$ cat src/rtl/mem_stage.sv
// MEM pipeline stage: handshaked data-memory access with a timeout abort, a misalignment trap and the MEM/WB register.
// Optional stall-cycle counter output is enabled by defining MEM_STALL_COUNT_EN.
module mem_stage #(
  parameter int TIMEOUT_CYCLES = 255
) (
  input  logic        clk,
  input  logic        reset,
  input  logic        Branch_In,
  input  logic        MemRead_In,
  input  logic        MemtoReg_In,
  input  logic        MemWrite_In,
  input  logic        RegWrite_In,
  input  logic [31:0] Add_In,
  input  logic [31:0] ALUResult_In,
  input  logic [31:0] ReadData2_In,
  input  logic        Zero_In,
  input  logic [4:0]  Mux_In,
  output logic        mem_req,
  output logic        mem_we,
  output logic [31:0] mem_addr,
  output logic [31:0] mem_wdata,
  input  logic        mem_ack,
  input  logic [31:0] mem_rdata,
  output logic        stall,
  output logic        mem_err,
  output logic        PCSrc,
  output logic [31:0] BranchTarget,
`ifdef MEM_STALL_COUNT_EN
  output logic [31:0] stall_cnt,
`endif
  output logic        RegWrite_Out,
  output logic        MemtoReg_Out,
  output logic [31:0] ReadData_Out,
  output logic [31:0] ALUResult_Out,
  output logic [4:0]  WriteReg_Out
);

  typedef enum logic {IDLE, WAIT} state_t;

  state_t     state, next_state;
  logic [7:0] wait_cnt;
  logic       access, aligned, timeout_hit;
  logic       req_c, stall_c, complete, abort, misalign;

  assign access      = MemRead_In | MemWrite_In;
  assign aligned     = (ALUResult_In[1:0] == 2'b00);
  assign timeout_hit = (wait_cnt == 8'(TIMEOUT_CYCLES - 1));

  assign PCSrc        = Branch_In & Zero_In;
  assign BranchTarget = Add_In;

  always_ff @(posedge clk or negedge reset) begin
    if (!reset) state <= IDLE;
    else        state <= next_state;
  end

  // An ack arriving in the timeout cycle takes priority over the abort.
  always_comb begin
    next_state = state;
    req_c      = 1'b0;
    stall_c    = 1'b0;
    complete   = 1'b0;
    abort      = 1'b0;
    misalign   = 1'b0;
    case (state)
      IDLE: begin
        if (access) begin
          if (aligned) begin
            req_c      = 1'b1;
            stall_c    = 1'b1;
            next_state = WAIT;
          end else begin
            misalign = 1'b1;
          end
        end
      end
      WAIT: begin
        req_c = 1'b1;
        if (mem_ack) begin
          complete   = 1'b1;
          next_state = IDLE;
        end else if (timeout_hit) begin
          abort      = 1'b1;
          next_state = IDLE;
        end else begin
          stall_c = 1'b1;
        end
      end
      default: next_state = IDLE;
    endcase
  end

  // Gate with reset so an access in flight is dropped the moment reset asserts.
  assign mem_req   = req_c & reset;
  assign stall     = stall_c & reset;
  assign mem_we    = mem_req & MemWrite_In;
  assign mem_addr  = mem_req ? ALUResult_In : 32'h0;
  assign mem_wdata = mem_req ? ReadData2_In : 32'h0;

  always_ff @(posedge clk or negedge reset) begin
    if (!reset)                                 wait_cnt <= 8'h0;
    else if (state == IDLE && next_state == WAIT) wait_cnt <= 8'h0;
    else if (state == WAIT && !mem_ack)         wait_cnt <= wait_cnt + 8'h1;
  end

  // MEM/WB register: stalled edges insert a bubble, faulted accesses suppress the write-back.
  always_ff @(posedge clk or negedge reset) begin
    if (!reset) begin
      RegWrite_Out  <= 1'b0;
      MemtoReg_Out  <= 1'b0;
      ReadData_Out  <= 32'h0;
      ALUResult_Out <= 32'h0;
      WriteReg_Out  <= 5'h0;
      mem_err       <= 1'b0;
    end else begin
      mem_err <= misalign | abort;
      if (stall) begin
        RegWrite_Out <= 1'b0;
        MemtoReg_Out <= 1'b0;
      end else begin
        RegWrite_Out  <= RegWrite_In & ~(misalign | abort);
        MemtoReg_Out  <= MemtoReg_In;
        ReadData_Out  <= complete ? mem_rdata : 32'h0;
        ALUResult_Out <= ALUResult_In;
        WriteReg_Out  <= Mux_In;
      end
    end
  end

`ifdef MEM_STALL_COUNT_EN
  always_ff @(posedge clk or negedge reset) begin
    if (!reset)                          stall_cnt <= 32'h0;
    else if (stall && stall_cnt != '1)   stall_cnt <= stall_cnt + 32'h1;
  end
`else
  // Stall-cycle counter is not built in this configuration.
`endif

endmodule

$ cat config.mk
export PLATFORM = sky130hd
export DESIGN_NAME = mem_stage
export DESIGN_NICKNAME = d
export VERILOG_FILES = /design/src/rtl/mem_stage.sv
export SDC_FILE = /design/constraint.sdc
export NUM_CORES = 1
export LEC_CHECK = 0
export BUFFER_PORTS_ARGS = -buffer_cell sky130_fd_sc_hd__buf_2
export CORE_AREA = 2 2 123 125
export DETAILED_ROUTE_END_ITERATION = 8
export DIE_AREA = 0 0 125 127
export PLACE_DENSITY_LB_ADDON = 0.15
export REMOVE_ABC_BUFFERS = 1
export SKIP_LAST_GASP = 1
export SLEW_MARGIN = 20
export SYNTH_ARGS = -nofsm -noshare
export SYNTH_HDL_FRONTEND = slang
export SYNTH_SLANG_ARGS = --single-unit
$ cat constraint.sdc
create_clock -name clk -period 2.5 [get_ports clk]
set_input_delay 0.375 -clock clk [delete_from_list [all_inputs] [get_ports clk]]
set_output_delay 0.375 -clock clk [all_outputs]
set_load 0.03 [all_outputs]
==> metrics.md, run 1 <==
| Metric | Value |
|---|---|
| Gpl congestion | 0.860 |
| RSZ-0062 raised after global routing | false |
| CTS buffer count | 9 |
| DRC | 0 |
| Synthesized area per cell | 12.6 um^2 |
| Filler cells | 1433 |
| Worst Setup Start Kind | register |
| CTS Hold Buffers Added | 1 |
| H-tree levels | 3 |
| Worst skew pair latency | 0.33 ns |
| Relative slew slack | 60.4% |
| Post-route ant nets | 0 |
| Area growth from synthesis to layout | 37.5% |
| Initial core utilization | 27.6% |
| Initial antenna violation count | 1 |
| Vias | 3171 |
| CP Max Fanout | 9 |
| Die span in y | 127 um |
| Launching point of the worst reg2reg path | wait_cnt[0] |
| Post-synthesis async set-or-reset flop share | 100% |
| IO buf count | 249 |
| Worst Skew | 0.00692 ns |
| Synthesis-stage register bit count | 81 |
| Max clock buf depth | 2 |
| Peak Freq | 420 MHz |
| Vias in the first global route | 3171 |
| Max_cap viols | 0 |
| Final hold slack | 0.255 ns |
| Sequential area share after synthesis | 50.9% |
| CTS root buf | clkbuf_16 |
| Worst R2R End | WriteReg_Out[4] |
| HPWL after DPL | 9.12 mm |
| DR pass1 iterations | 4 |
| CTS resizes | 0 |
| Commonest cells post-synth | dfrtp_1, and2_1, a22o_1, buf_4, mux2_4 |
| Mapped Area | 0.00398 mm^2 |
| Nets | 679 |
| Prevailing post-synth register cell | dfrtp_1 |
| Worst hold stages | 2 |
| Final Slew Violations | 0 |
| Library cells used by synthesis | 38 |
| Min Tclk post-route | 2.38 ns |
| Period utilization | 95.3% |
| Crit path DAT | 2.01 ns |
| Crit Path Category | register to output pin |
| Routed wire length | 11.9 mm |
| Clock transition at path regs | 0.06 ns |
| Post-synth EDFFs | 0 |
| Hold EP | ReadData_Out[0] |
| Maximum vdd drop | 0.000290 V |
| YS warnings | 0 |
| Congestion Overflow GR | 0 |
| Area leader, netlist | dfrtp_1 |
| IO Count | 314 |
| Die X | 125 um |
| Core ar. | 0.0144 mm^2 |
| Dpl cell area | 0.00516 mm^2 |
| Worst min path class | input pin to register |
| Pwr/cell area | 674 mW/mm^2 |
| CTS tree | yes |
| Pin count of the biggest net entering global routing | 65 |
| R2r worst-path depth | 7 |
| Post-CTS setup buffer count | 0 |
| Reg area | 0.00203 mm^2 |
| First-pass GRT wire length | 18.2 mm |
| Critical path required time | 2.12 ns |
| Critical path capture point type | output pin |
| Worst Tran Pin Value | 0.594 ns |
| Die area | 0.0159 mm^2 |
| Synth top area cells | dfrtp_1, mux2_4, and2_1, a22o_1, buf_4 |
| Gr usage total | 14.6% |
| Final hold violations | 0 |
| Outcome | completed |
| # rows | 44 |
| Syn Inst Count | 317 |
| Share of the synthesized area in the top cell type | 50.9% |
| Wire per inst | 16.5 um |
| Most frequent cell after synthesis | dfrtp_1 |
| Final instance area | 0.00548 mm^2 |
| Setup-failing EPs final | 0 |
| ANT cells | 0 |
| Initial DRC count | 60 |
| Leakage | 0.00303 uW |
| Hold Startpoint | mem_rdata[0] |
| Vias/cell | 4.38 |
| Multi-input logic area | 0.00156 mm^2 |
| Share of cells above drive strength 1 | 57.8% |
| Clock sinks | 81 |
| R2r setup slk | 0.40 ns |
[cells by family (layout without fill, tap and decap cells)]
kind of cell    count (synthesis)  after routing  share of synthesized area, %
fa+ha+maj                       2              2                         0.628
xor+xnor                        4              4                         0.880
compound gates                 47             47                          10.3
buf+inv                        52            275                          9.99
mux                            36             36                          13.0
flops                          81             81                          50.9
simple gates                   95             95                          14.3
[sequential cells by signal, indices dropped and copies added (netlist names)]
name and flops:
ALUResult_Out 32, ReadData_Out 32, wait_cnt 8, WriteReg_Out 5, MemtoReg_Out 1, RegWrite_Out 1
mem_err 1, state 1
[critical path, cell delays in order (launching register included)]
cell     delay, ns
dfrtp_1       0.42
inv_1         0.07
ha_1          0.18
and3_1        0.19
a211o_4       0.36
o21ai_4       0.17
buf_2         0.28
[area by class of cell]
| cell class | count | share of cell area (%) |
|---|---|---|
| multi-input combinational | 184 | 28.5 |
| tap | 184 | 4.20 |
| inverter | 2 | 0.137 |
| clock buffer | 10 | 4.36 |
| timing repair buffer | 257 | 24.6 |
| clock inverter | 6 | 1.19 |
| sequential | 81 | 37.0 |
[worst max-delay path by stage]
stage | from | to | slack [ns] | depth (start not counted)
after floorplan | state | ALUResult_Out[30] | -0.25 | 4
after global placement | wait_cnt[0] | WriteReg_Out[4] | 0.43 | 7
after detailed placement | wait_cnt[0] | WriteReg_Out[4] | 0.39 | 7
after CTS | wait_cnt[0] | stall | 0.08 | 6
after global routing | wait_cnt[0] | stall | 0.04 | 6
final | wait_cnt[0] | stall | 0.12 | 6
[routing by layer]
metal | global-route usage (%) | share of wire (%) | up-vias
li1 | - | - | 1491
met1 | 19.3 | 43 | 1449
met2 | 20.7 | 43 | 219
met3 | 7.45 | 13 | 12
met4 | 4.90 | 1.2 | 0
met5 | 0.619 | 0 | -
[stage by stage]
step           power [uW]  TNS (ns)  instances  utilization, %  worst slack [ns]
3_3_place_gp         2380         0        707            35.8             0.435
3_5_place_dp         2390         0        707            35.8             0.389
4_1_cts              3760         0        724            38.0            0.0804
5_1_grt              3880         0        724            38.0            0.0395
2_1_floorplan        2040     -8.29        267               -            -0.251
6_report             3690         0        724            38.0             0.118
[where the power goes]
| group | total (uW) | leakage (uW) | switching, uW | internal (uW) |
|---|---|---|---|---|
| registers | 1480 | 0.00103 | 70.1 | 1410 |
| logic | 868 | 0.00185 | 538 | 329 |
| clock network | 1340 | 0.000149 | 536 | 804 |
| total | 3690 | 0.00303 | 1140 | 2550 |
[placed cells by master, fill, tap and decap left out, types with 3 or more instances in the layout]
cell       count
nand2_1        6
nor2_1         6
and3_1         3
dfrtp_1       81
and2_1        66
a21oi_1        5
buf_2        248
clkbuf_16      9
mux2_1         3
mux2_4        30
buf_4          5
a22o_1        32
buf_12         3
xor2_1         3
Note: power is estimated with default switching activity, not from simulation.
==> inputs of run 2 (changes only) <==
CTS_BUF_LIST = sky130_fd_sc_hd__clkbuf_2 sky130_fd_sc_hd__clkbuf_4 sky130_fd_sc_hd__clkbuf_8   (was default)
clock period = 2.6 ns   (was 2.5 ns; I/O delays follow)
==> run 2 against run 1 <==
Effect of this change:
- worst setup slack better by 0.14 ns
- cell area down 2.3%
- via count up 0.16%
- die area unchanged
- largest power group unchanged
- highest routed layer unchanged
==> metrics.md, run 2 (synthesis results as in run 1) <==
| Metric | Value |
|---|---|
| First-pass GRT wire length | 18.4 mm |
| Top flop regs | ALUResult_Out (32), ReadData_Out (32), wait_cnt (8) |
| Setup-failing EPs final | 0 |
| Crit Path Category | register to output pin |
| CTS tree | yes |
| Vias in the first global route | 3154 |
| Commonest non-fill, non-tap cell in the layout | buf_2 |
| DRC | 0 |
| Filler cells | 1489 |
| Critical path required time | 2.21 ns |
| Die span in y | 127 um |
| DR pass1 iterations | 4 |
| Outcome | completed |
| Worst min path class | input pin to register |
| Area growth from synthesis to layout | 34.3% |
| CTS buffer count | 9 |
| Dpl ws | 0.413 ns |
| Nets | 679 |
| Period utilization | 90.3% |
| Maximum vdd drop | 0.000186 V |
| Pwr/cell area | 592 mW/mm^2 |
| Max clock buf depth | 2 |
| Initial antenna violation count | 0 |
| CTS root buf | clkbuf_8 |
| Congestion Overflow GR | 0 |
| Core ar. | 0.0144 mm^2 |
| # rows | 44 |
| Worst Tran Pin Value | 0.633 ns |
| IO Count | 314 |
| Share of cells above drive strength 1 | 57.7% |
| Wire per inst | 16.8 um |
| Routed wire length | 12.2 mm |
| Clock transition at path regs | 0.08 ns |
| HPWL after DPL | 9.30 mm |
| Final hold slack | 0.245 ns |
| Post-CTS setup buffer count | 0 |
| Initial DRC count | 107 |
| Min Tclk post-route | 2.35 ns |
| Worst skew pair latency | 0.35 ns |
| Die area | 0.0159 mm^2 |
| H-tree levels | 3 |
| Initial core utilization | 27.6% |
| IO buf count | 249 |
| Gpl congestion | 0.848 |
| Worst Skew | 0.00911 ns |
| Gr usage total | 15.0% |
| Most frequent cells in the layout | buf_2, dfrtp_1, and2_1 |
| Relative slew slack | 57.8% |
| Worst Setup Start Kind | register |
| Total power | 3170 uW |
| Peak Freq | 426 MHz |
| Final hold violations | 0 |
| Max_cap viols | 0 |
| CTS Hold Buffers Added | 1 |
| Post-route ant nets | 0 |
| Critical path capture point type | output pin |
| CTS resizes | 0 |
| ANT cells | 0 |
| Final Slew Violations | 0 |
| Leakage | 0.00297 uW |
| Vias/cell | 4.39 |
| Crit path DAT | 1.96 ns |
| RSZ-0062 raised after global routing | false |
| CP Max Fanout | 5 |
| Vias | 3176 |
| Pin count of the biggest net entering global routing | 65 |
| Worst Setup Slack, final | 0.253 ns |
| Die X | 125 um |
| Clock sinks | 81 |
[run 2: changes by cell type in the layout (fill, tap and decap cells not counted), sizes merged]
cell | previous run | this run
clkinv | 2 | 4
clkinvlp | 1 | 0
inv | 4 | 2
[run 2: critical path, cell delays in order (launching register included)]
cell	delay, ns
dfrtp_1	0.43
inv_1	0.07
ha_1	0.19
and3_1	0.19
a211o_4	0.36
o21ai_4	0.11
buf_2	0.26
[run 2: routing by layer]
| layer | share of wire (%) | vias to the layer above | GRT usage [%] |
|---|---|---|---|
| li1 | - | 1486 | - |
| met3 | 14 | 11 | 8.58 |
| met1 | 42 | 1458 | 19.2 |
| met4 | 1.5 | 0 | 5.29 |
| met5 | 0 | - | 0.619 |
| met2 | 42 | 221 | 20.9 |
[run 2: final timing paths]
| check | start | endpoint | slack (ns) | cells after the start |
|---|---|---|---|---|
| worst max-delay path | wait_cnt[0] | stall | 0.25 | 6 |
| max in group asynchronous | reset | ALUResult_Out[7] | 0.96 | 4 |
| worst max register to register | wait_cnt[0] | WriteReg_Out[4] | 0.42 | 7 |
| worst min register to register | ALUResult_Out[27] | ALUResult_Out[27] | 0.49 | 1 |
| worst min-delay path | mem_rdata[6] | ReadData_Out[6] | 0.25 | 2 |
| min in group asynchronous | reset | wait_cnt[0] | 0.39 | 2 |
[run 2: metrics by stage]
stage	util [%]	area, um^2	instances	TNS (ns)
4_1_cts	37.1	5350	723	0
3_5_place_dp	35.7	5150	707	0
3_3_place_gp	35.7	5150	707	0
6_report	37.1	5350	723	0
5_1_grt	37.1	5350	723	0
2_1_floorplan	-	3590	267	-2.57
[run 2: layout make-up]
type	instances	area [um^2]	share of cell area, %
timing repair buffer	257	1340	25.0
tap	184	230	4.31
sequential	81	2030	37.9
inverter	2	7.51	0.140
multi-input combinational	184	1560	29.1
clock buffer	10	131	2.46
clock inverter	5	57.6	1.08
[run 2: power breakdown]
| group | internal [uW] | total [uW] | leakage, uW | switching (uW) |
|---|---|---|---|---|
| clock network | 449 | 908 | 0.0000995 | 458 |
| registers | 1360 | 1420 | 0.00103 | 66.4 |
| logic | 314 | 835 | 0.00184 | 521 |
| total | 2120 | 3170 | 0.00297 | 1050 |
